## src/rtl/skein_host_if_param.sv

```systemverilog
// Host-side bus interface for the Skein core: streams a length header and message
// blocks in from a narrow host bus, kicks the core, and serialises the digest back out.
module skein_host_if_param #(
    parameter int IO_W       = 16,
    parameter int WORD_W     = 32,
    parameter int MSG_WORDS  = 8,
    parameter int HASH_WORDS = 8,
    parameter int LEN_BEATS  = 4,
    parameter int BYTE_SWAP  = 1
) (
    input  logic                         clk,
    input  logic                         rst_n,
    input  logic                         init,
    input  logic                         load,
    input  logic                         fetch,
    input  logic                         in_valid,
    output logic                         in_ready,
    input  logic [IO_W-1:0]              in_data,
    output logic                         out_valid,
    input  logic                         out_ready,
    output logic [IO_W-1:0]              out_data,
    output logic [MSG_WORDS*WORD_W-1:0]  msg_block,
    output logic [LEN_BEATS*IO_W-1:0]    len_o,
    output logic                         ld_posi,
    output logic                         ld_tweak,
    output logic                         start,
    input  logic                         busy,
    input  logic [HASH_WORDS*WORD_W-1:0] hash,
    output logic                         err
);

    localparam int BPW        = WORD_W / IO_W;
    localparam int BLK_BEATS  = MSG_WORDS * BPW;
    localparam int HASH_BEATS = HASH_WORDS * WORD_W / IO_W;
    localparam int MAX_AB     = (BLK_BEATS > HASH_BEATS) ? BLK_BEATS : HASH_BEATS;
    localparam int MAX_BEATS  = (MAX_AB > LEN_BEATS) ? MAX_AB : LEN_BEATS;
    localparam int CNT_W      = $clog2(MAX_BEATS + 1);
    localparam int NB         = IO_W / 8;
    localparam int LEN_W      = LEN_BEATS * IO_W;

    typedef enum logic [2:0] {
        S_IDLE,
        S_HDR,
        S_LOAD,
        S_START,
        S_WAIT,
        S_FETCH
    } state_t;

    state_t             state;
    logic [CNT_W-1:0]   cnt;
    logic               hdr_done;
    logic               wait_armed;
    logic [CNT_W-1:0]   beat_sel;
    logic [IO_W-1:0]    beat_raw;
    logic [IO_W-1:0]    next_beat;

    function automatic logic [IO_W-1:0] swap_bytes(input logic [IO_W-1:0] w);
        logic [IO_W-1:0] r;
        r = '0;
        for (int i = 0; i < NB; i++) begin
            r[i*8 +: 8] = w[(NB-1-i)*8 +: 8];
        end
        return r;
    endfunction

    assign in_ready  = (state == S_HDR) || (state == S_LOAD);
    assign out_valid = (state == S_FETCH);
    assign start     = (state == S_START);
    assign ld_tweak  = (state == S_START);
    assign ld_posi   = (state == S_HDR) && in_valid;

    // Digest beat to present next: beat 0 when entering FETCH, else the one after the current.
    always_comb begin
        beat_sel = (state == S_FETCH) ? cnt + CNT_W'(1) : '0;
        beat_raw = '0;
        for (int j = 0; j < HASH_BEATS; j++) begin
            if (beat_sel == CNT_W'(j)) begin
                beat_raw = hash[j*IO_W +: IO_W];
            end
        end
        next_beat = (BYTE_SWAP != 0) ? swap_bytes(beat_raw) : beat_raw;
    end

    always_ff @(posedge clk or negedge rst_n) begin
        if (!rst_n) begin
            state      <= S_IDLE;
            cnt        <= '0;
            hdr_done   <= 1'b0;
            wait_armed <= 1'b0;
            msg_block  <= '0;
            len_o      <= '0;
            out_data   <= '0;
            err        <= 1'b0;
        end else if (init) begin
            state      <= S_IDLE;
            cnt        <= '0;
            hdr_done   <= 1'b0;
            wait_armed <= 1'b0;
            msg_block  <= '0;
            len_o      <= '0;
            out_data   <= '0;
            err        <= 1'b0;
        end else begin
            case (state)
                S_IDLE: begin
                    cnt <= '0;
                    if (load) begin
                        state <= hdr_done ? S_LOAD : S_HDR;
                    end else if (fetch) begin
                        state    <= S_FETCH;
                        out_data <= next_beat;
                    end
                end
                S_HDR: begin
                    if (fetch) begin
                        err <= 1'b1;
                    end
                    if (in_valid) begin
                        len_o <= (len_o << IO_W) | LEN_W'(in_data);
                        if (cnt == CNT_W'(LEN_BEATS - 1)) begin
                            cnt      <= '0;
                            hdr_done <= 1'b1;
                            state    <= S_LOAD;
                        end else begin
                            cnt <= cnt + CNT_W'(1);
                        end
                    end
                end
                S_LOAD: begin
                    if (fetch) begin
                        err <= 1'b1;
                    end
                    if (in_valid) begin
                        // First beat of each word lands in its most significant slice.
                        for (int b = 0; b < BLK_BEATS; b++) begin
                            if (cnt == CNT_W'(b)) begin
                                msg_block[(b / BPW) * WORD_W + (BPW - 1 - (b % BPW)) * IO_W +: IO_W] <= in_data;
                            end
                        end
                        if (cnt == CNT_W'(BLK_BEATS - 1)) begin
                            cnt   <= '0;
                            state <= S_START;
                        end else begin
                            cnt <= cnt + CNT_W'(1);
                        end
                    end
                end
                S_START: begin
                    cnt        <= '0;
                    wait_armed <= 1'b0;
                    state      <= S_WAIT;
                end
                S_WAIT: begin
                    if (load || fetch) begin
                        err <= 1'b1;
                    end
                    // The core may not have raised busy yet in the first WAIT cycle.
                    wait_armed <= 1'b1;
                    if (wait_armed && !busy) begin
                        wait_armed <= 1'b0;
                        state      <= S_IDLE;
                    end
                end
                S_FETCH: begin
                    if (out_ready) begin
                        if (cnt == CNT_W'(HASH_BEATS - 1)) begin
                            cnt      <= '0;
                            hdr_done <= 1'b0;
                            out_data <= '0;
                            state    <= S_IDLE;
                        end else begin
                            cnt      <= cnt + CNT_W'(1);
                            out_data <= next_beat;
                        end
                    end
                end
                default: begin
                    cnt   <= '0;
                    state <= S_IDLE;
                end
            endcase
        end
    end

endmodule

```

## config.mk

```make
export PLATFORM = sky130hd
export DESIGN_NAME = skein_host_if_param
export DESIGN_NICKNAME = d
export VERILOG_FILES = /design/src/rtl/skein_host_if_param.sv
export SDC_FILE = /design/constraint.sdc
export NUM_CORES = 1
export LEC_CHECK = 0
export CORE_AREA = 2 2 241 243
export DETAILED_ROUTE_END_ITERATION = 16
export DIE_AREA = 0 0 243 245
export PLACE_DENSITY_LB_ADDON = 0.12
export SYNTH_ARGS = -nofsm -noshare
export SYNTH_HDL_FRONTEND = slang
export SYNTH_SLANG_ARGS = --single-unit
```

## constraint.sdc

```tcl
create_clock -name clk -period 5 [get_ports clk]
set_clock_uncertainty 0.1 [all_clocks]
set_input_delay 1.25 -clock clk [delete_from_list [all_inputs] [get_ports clk]]
set_output_delay 1.25 -clock clk [all_outputs]
set_load 0.05 [all_outputs]
```

==> impl_metrics.csv, run 1 <==
group,metric,value,unit
run_status,run_status,"complete, no violations",
layout,fill_cells,5756,
worst_setup_path,r2r-end,"out_data[6]",
global_route,grt_pass1_wl,114000,microns
layout,layout.nets,2654,
min_path,hold_path.startpoint,"msg_block[68]",
min_path,whs_path_depth,2,
worst_setup_path,timing.rr.start,"cnt[1]",
die,core.rowCount,88,
timing,rsz0062_at_grt,"no",
die,pin_count,622,
pwr,p_leak,9.68,nW
global_route,grt_pass1_vias,16200,
layout,area_delta_synth_final,52.9,%
synth,syn_nets,2085,
pwr,swShare,39.8,%
clock_tree,cts_sinks,347,
synth,yosys.area_share.simple,17.7,%
worst_setup_path,cp-end-kind,"primary output",
synth,synth-edff-count,0,
min_path,hold_class,"reg -> reg",
pwr,p_per_area,394,nW/um^2
clock_tree,cts_root_buf,"clkbuf_16",
routing,drt-vias-per-instance,5.05,
die,die_area,59500,sq um
timing,worstMarginPinSlew,1230,ps
routing,drt-total-wl,78300,microns
pwr,seqPwrFrac,34.0,%
clock_tree,cts_setup_buffers,0,
synth,avgSynthCellArea,8.82,sq um
placed_design,portBuffers,621,
timing,fin_crit_sh,84.7,%
run,drv_cap,0,
worst_setup_path,worstPathMaxFanout,23,
synth,yosysTopAreaCell,"dfrtp_1",
clock_tree,cts_buffer_depth,3,
timing,slew_violations,0,
synth,synth.distinct_cells,72,
clock_tree,numCtsBuffers,41,
synth,synth_top_area_share,54.7,%
pwr,power.switching,3.80,mW
worst_setup_path,crit_type,"reg -> out",
synth,ys.flop_type,"dfrtp_1",
global_route,grt_max_degree,118,
pwr,peakVddDrop,247,uV
routing,vias,16000,
worst_setup_path,crit_required,3650,ps
global_route,grt_usage,25.7,%
synth,synthAdderAreaFrac,0.473,%
pwr,combPwrFrac,35.9,%
clock_tree,h-tree-depth,2,
routing,wl_per_cell,24.7,microns
timing,fin_hold_ws,378,ps
worst_setup_path,rrSetupSlack,1040,ps
layout,drive_gt1_share,6.22,%
synth,seq_area_frac_synth,54.7,%
synth,netlist_top_cells_area,"dfrtp_1 55%, nand2_1 11%, o21ai_0 9.4%, a21oi_1 5.5%, clkbuf_1 2.7%",
timing,max_freq,236,MHz
routing,drt-initial-drc-count,1364,
worst_setup_path,ff2ff_path_depth,12,
clock_tree,holdBufCountCts,0,
worst_setup_path,arrival,2890,ps
timing,fin_setup_tns,0,ps
die,fp.dieW,243,microns
routing,drt_first_pass_iters,6,
synth,synth_compound_area_share,22.3,%
synth,async_flop_share,100,%
clock_tree,cts_tree,"yes",
timing,max_slew_margin,18.2,%
die,start_util,27.8,%
pwr,power.internal,5.75,mW
routing,ant_nets,0,
global_route,grt_antenna_before_repair,12,
timing,layout_min_cycle_time,4240,ps
placed_design,hpwl,58200,microns
synth,synth_top_family_by_area,"compound AO/OA/AOI/OAI gates",
synth,ys_warn_count,0,
min_path,hold_path_end,"msg_block[68]",
synth,synth_area,15900,sq um
die,die_height,245,microns
clock_tree,clk_pin_slew_worst_paths,60,ps
global_route,grt-ovfl-total,0,
routing,route.detailed.drc,0,
timing,finalSetupViolCount,0,
worst_setup_path,start_kind,"flip-flop",
synth,syn_inst,1799,
clock_tree,clock_latency,560,ps
synth,synth_mux_area_share,0.631,%
clock_tree,cts_resized,0,
timing,hold_violations,0,
die,fp.coreArea,57000,sq um
placed_design,routabilityCongestion,0.952,
synth,yosys_register_bits,347,
synth,synth_xor_area_share,0.268,%
pwr,clock_power_share,30.1,%
metal layers:
metal  GRT usage (%)  vias up  share of wire, %
li1                -     7404                 -
met1            32.9     7844                42
met2            41.5      666                47
met3            7.45      117               8.3
met4            9.09        0               3.0
met5               0        -                 0
synth_stat cells (all sizes together) (5+ instances only):
master	number
o21ai	299
nand2b	23
nand3	49
a221oi	12
a211oi	13
nor3	20
and3	5
o211ai	6
a22oi	15
mux2i	10
nor2	59
o31ai	7
o22ai	16
ha	6
a21boi	5
nand2	465
dfrtp	347
clkbuf	115
a31oi	10
nor4	5
inv	13
buf	27
a22o	6
nor2b	6
a32oi	10
a21oi	173
sequential cells by signal, indices dropped and copies added (netlist names):
signal      cells
err             1
hdr_done        1
out_data       16
msg_block     256
state           3
cnt             5
len_o          64
wait_armed      1
area by class of cell:
cell class | count | area, sq um | share of cell area (%)
clock buffers | 58 | 1140 | 4.70
well taps | 765 | 957 | 3.95
inverters | 13 | 48.8 | 0.201
repair buffers | 668 | 6610 | 27.2
multi-input cells | 1297 | 6660 | 27.5
flip-flops and latches | 347 | 8680 | 35.8
diodes | 12 | 30.0 | 0.124
clock inverters | 13 | 131 | 0.542
worst max-delay path: stages, from the launching register on:
cell and delay, ps:
dfrtp_1 780, nand3b_4 320, inv_2 350, clkdlybuf4s50_1 890
cell families after synthesis:
kind of cell	Yosys count
AND/OR/NAND/NOR	660
AO/OA/AOI/OAI	617
flip-flops	347
buffers and inverters	155
multiplexers	10
adder cells (fa/ha/maj)	6
XOR/XNOR	4
worst max-delay path by stage:
stage / startpoint / end / slack, ps / cells past startpoint
6_report: state[0] / out_valid / 760 / 3
5_1_grt: state[0] / out_valid / 620 / 3
4_1_cts: state[0] / out_valid / 740 / 3
3_5_place_dp: fetch / out_data[15] / 940 / 8
3_3_place_gp: fetch / out_data[15] / 930 / 8
2_1_floorplan: in_valid / ld_posi / 1640 / 3
layout by cell type (no fill, tap or decap), types with 4 or more instances in the layout:
| master | count |
|---|---|
| a221o_1 | 4 |
| nor4_1 | 5 |
| diode_2 | 12 |
| a222oi_1 | 4 |
| and3_1 | 5 |
| nand2_1 | 463 |
| clkbuf_1 | 13 |
| a21oi_1 | 159 |
| inv_1 | 10 |
| ha_1 | 6 |
| o211ai_1 | 6 |
| a21oi_2 | 14 |
| nor2b_1 | 6 |
| nor2_1 | 56 |
| clkinv_2 | 5 |
| nand2b_1 | 23 |
| o221ai_1 | 4 |
| dfrtp_1 | 346 |
| o31ai_1 | 7 |
| nor3_1 | 18 |
| clkbuf_16 | 42 |
| a211oi_1 | 13 |
| clkinvlp_4 | 5 |
| a32oi_1 | 10 |
| clkdlybuf4s50_1 | 618 |
| o21ai_0 | 298 |
| o32ai_1 | 4 |
| o22ai_1 | 16 |
| a31oi_1 | 9 |
| mux2i_1 | 10 |
| buf_4 | 46 |
| a221oi_1 | 12 |
| a22o_1 | 6 |
| nand3_1 | 48 |
| a22oi_1 | 15 |
power by group through the flow:
stage | clock [mW] | sequential [mW] | combinational, mW
final | 2.87 | 3.25 | 3.43
after global routing | 3.07 | 3.28 | 3.62
after CTS | 2.96 | 3.25 | 3.43
after detailed placement | 0 | 3.29 | 3.42
after global placement | 0 | 3.28 | 3.41
after floorplan | 0 | 3.96 | 1.24
per-stage QoR:
| stage | power [mW] | instance area (sq um) | setup WS [ps] | util [%] | instances |
|---|---|---|---|---|---|
| 6_report | 9.55 | 24300 | 763 | 42.5 | 3173 |
| 3_5_place_dp | 6.71 | 23000 | 939 | 40.3 | 3090 |
| 3_3_place_gp | 6.70 | 23000 | 930 | 40.3 | 3090 |
| 2_1_floorplan | 5.20 | 15900 | 1640 | - | 1799 |
| 4_1_cts | 9.64 | 24200 | 735 | 42.5 | 3161 |
| 5_1_grt | 9.98 | 24300 | 619 | 42.5 | 3172 |
Note: power is estimated with default switching activity, not from simulation.
==> inputs of run 2 (changes only) <==
--- a/config.mk
+++ b/config.mk
@@ -5,9 +5,9 @@
 export SDC_FILE = /design/constraint.sdc
 export NUM_CORES = 1
 export LEC_CHECK = 0
-export CORE_AREA = 2 2 241 243
+export CORE_AREA = 2 2 244 246
 export DETAILED_ROUTE_END_ITERATION = 16
-export DIE_AREA = 0 0 243 245
+export DIE_AREA = 0 0 246 248
 export PLACE_DENSITY_LB_ADDON = 0.12
 export SYNTH_ARGS = -nofsm -noshare
 export SYNTH_HDL_FRONTEND = slang
==> constraint.sdc (replaced) <==
create_clock -name clk -period 4 [get_ports clk]
set_clock_uncertainty 0.1 [all_clocks]
set_input_delay 1 -clock clk [delete_from_list [all_inputs] [get_ports clk]]
set_output_delay 1 -clock clk [all_outputs]
set_load 0.05 [all_outputs]
==> run 2 against run 1 <==
Compared with the run above: sequential power grew 25%; routed wire length rose by 3.0%; die area up 2.5%; non-clock buffer count is 21 higher; count of clock-buffer cells in the layout rose by 5; cell area increased by 1.3%; combinational power increased by 29%; global-route usage rose by 0.32 points; largest power group unchanged.
==> impl_metrics.csv, run 2 (synthesized netlist as in run 1, its figures left out) <==
group,metric,value,unit
timing,layout_min_cycle_time,3820,ps
die,fp.coreArea,58500,sq um
routing,drt-total-wl,80600,microns
die,fp.dieW,246,microns
die,die_area,61000,sq um
clock_tree,cts_root_buf,"clkbuf_16",
routing,wl_per_cell,25.2,microns
min_path,hold_class,"in -> async",
clock_tree,cts_buffer_depth,3,
global_route,grt_usage,26.0,%
placed_design,place_area,23200,sq um
routing,ant_nets,0,
layout,mostFrequentLayoutCell,"clkdlybuf4s50_1",
clock_tree,cts_sinks,347,
worst_setup_path,crit_required,2900,ps
clock_tree,h-tree-depth,2,
routing,drt_first_pass_iters,7,
run_status,run_status,"complete, no violations",
worst_setup_path,start_kind,"flip-flop",
layout,regMostFlops,"msg_block",
layout,multi_input_area,6660,sq um
layout,fill_cells,5882,
timing,worstMarginPinSlew,1130,ps
clock_tree,cts_resized,0,
timing,max_freq,262,MHz
clock_tree,holdBufCountCts,0,
layout,largest_reg_flops,256,
timing,fin_setup_tns,0,ps
layout,stdcell_area,24600,sq um
timing,fin_crit_sh,95.5,%
layout,stdcell_count,3197,
global_route,grt_pass1_vias,16200,
placed_design,routabilityCongestion,0.926,
routing,drt-vias-per-instance,4.99,
timing,slew_violations,0,
pwr,peakVddDrop,338,uV
run,drv_cap,0,
die,die_height,248,microns
routing,drt-initial-drc-count,1083,
layout,final_util,42.0,%
routing,vias,16000,
layout,reg_top3,"msg_block (256), len_o (64), out_data (16)",
global_route,grt_pass1_wl,116000,microns
placed_design,portBuffers,621,
pwr,finalPower,12.4,mW
clock_tree,clock_latency,560,ps
worst_setup_path,worstPathMaxFanout,23,
die,start_util,27.1,%
routing,route.detailed.drc,0,
worst_setup_path,slowest_stage,"clkdlybuf4s50_1",
global_route,grt-ovfl-total,0,
die,core.rowCount,89,
timing,rsz0062_at_grt,"no",
clock_tree,numCtsBuffers,42,
global_route,grt_antenna_before_repair,5,
worst_setup_path,max_stage_delay,840,ps
worst_setup_path,cp-startpoint,"state[0]",
worst_setup_path,timing.rr.start,"cnt[0]",
layout,area_delta_synth_final,54.8,%
layout,final_cell_mix,"618 x clkdlybuf4s50_1, 463 x nand2_1, 346 x dfrtp_1, 298 x o21ai_0, 159 x a21oi_1",
clock_tree,cts_setup_buffers,0,
layout,drive_gt1_share,7.15,%
die,pin_count,622,
global_route,grt_max_degree,81,
layout,layout.nets,2676,
clock_tree,clk_pin_slew_worst_paths,70,ps
timing,finalSetupViolCount,0,
worst_setup_path,crit_chain,"nand3b_4 -> inv_2 -> clkdlybuf4s50_1",
placed_design,hpwl,60400,microns
worst_setup_path,arrival,2720,ps
worst_setup_path,cp-end-kind,"primary output",
clock_tree,cts_tree,"yes",
placed_design,dp.cells,3119,
timing,max_slew_margin,24.7,%
worst_setup_path,crit_type,"reg -> out",
timing,hold_violations,0,
pwr,p_per_area,505,nW/um^2
pwr,p_leak,9.86,nW
layout,regArea,8680,sq um
-- run 2: final timing paths --
check	slack (ps)	to	cells after the start
min in group clk	380	msg_block[159]	2
min	330	out_data[3]	1
min reg2reg	380	msg_block[159]	2
max	180	out_valid	3
max in group asynchronous	2540	msg_block[140]	2
max reg2reg	320	out_data[12]	11
-- run 2: metal layers --
layer | part of all wire, % | global-route usage (%)
met1 | 43 | 33.9
met2 | 46 | 41.7
met3 | 8.0 | 6.99
met4 | 3.4 | 9.00
met5 | 0 | 0
-- run 2: final cells by class --
type	instances	area share, %
Antenna cell	5	0.0509
Multi-Input combinational cell	1297	27.1
Tap cell	773	3.94
Timing Repair Buffer	689	27.6
Clock buffer	63	5.01
Sequential cell	347	35.3
Inverter	13	0.199
Clock inverter	10	0.708
-- run 2: per-stage QoR --
| step | worst slack [ps] | hold WS (ps) |
|---|---|---|
| floorplan | 746 | 390 |
| global placement | 482 | 361 |
| detailed placement | 350 | 370 |
| CTS | 162 | 340 |
| global route | 20.4 | 361 |
| finish | 181 | 327 |
-- run 2: power by group --
part / switching [mW] / leakage [nW] / total [mW] / internal [mW]
logic: 3.04 / 4.58 / 4.44 / 1.40
clock network: 1.54 / 0.681 / 3.92 / 2.39
registers: 0.249 / 4.61 / 4.05 / 3.80
total: 4.83 / 9.86 / 12.4 / 7.59
-- run 2: worst max-delay path, delay by kind of cell (launching register included) --
kind | cells | cell delay (ps)
buffers and inverters | 2 | 1070
flip-flops | 1 | 760
AND/OR/NAND/NOR | 1 | 320
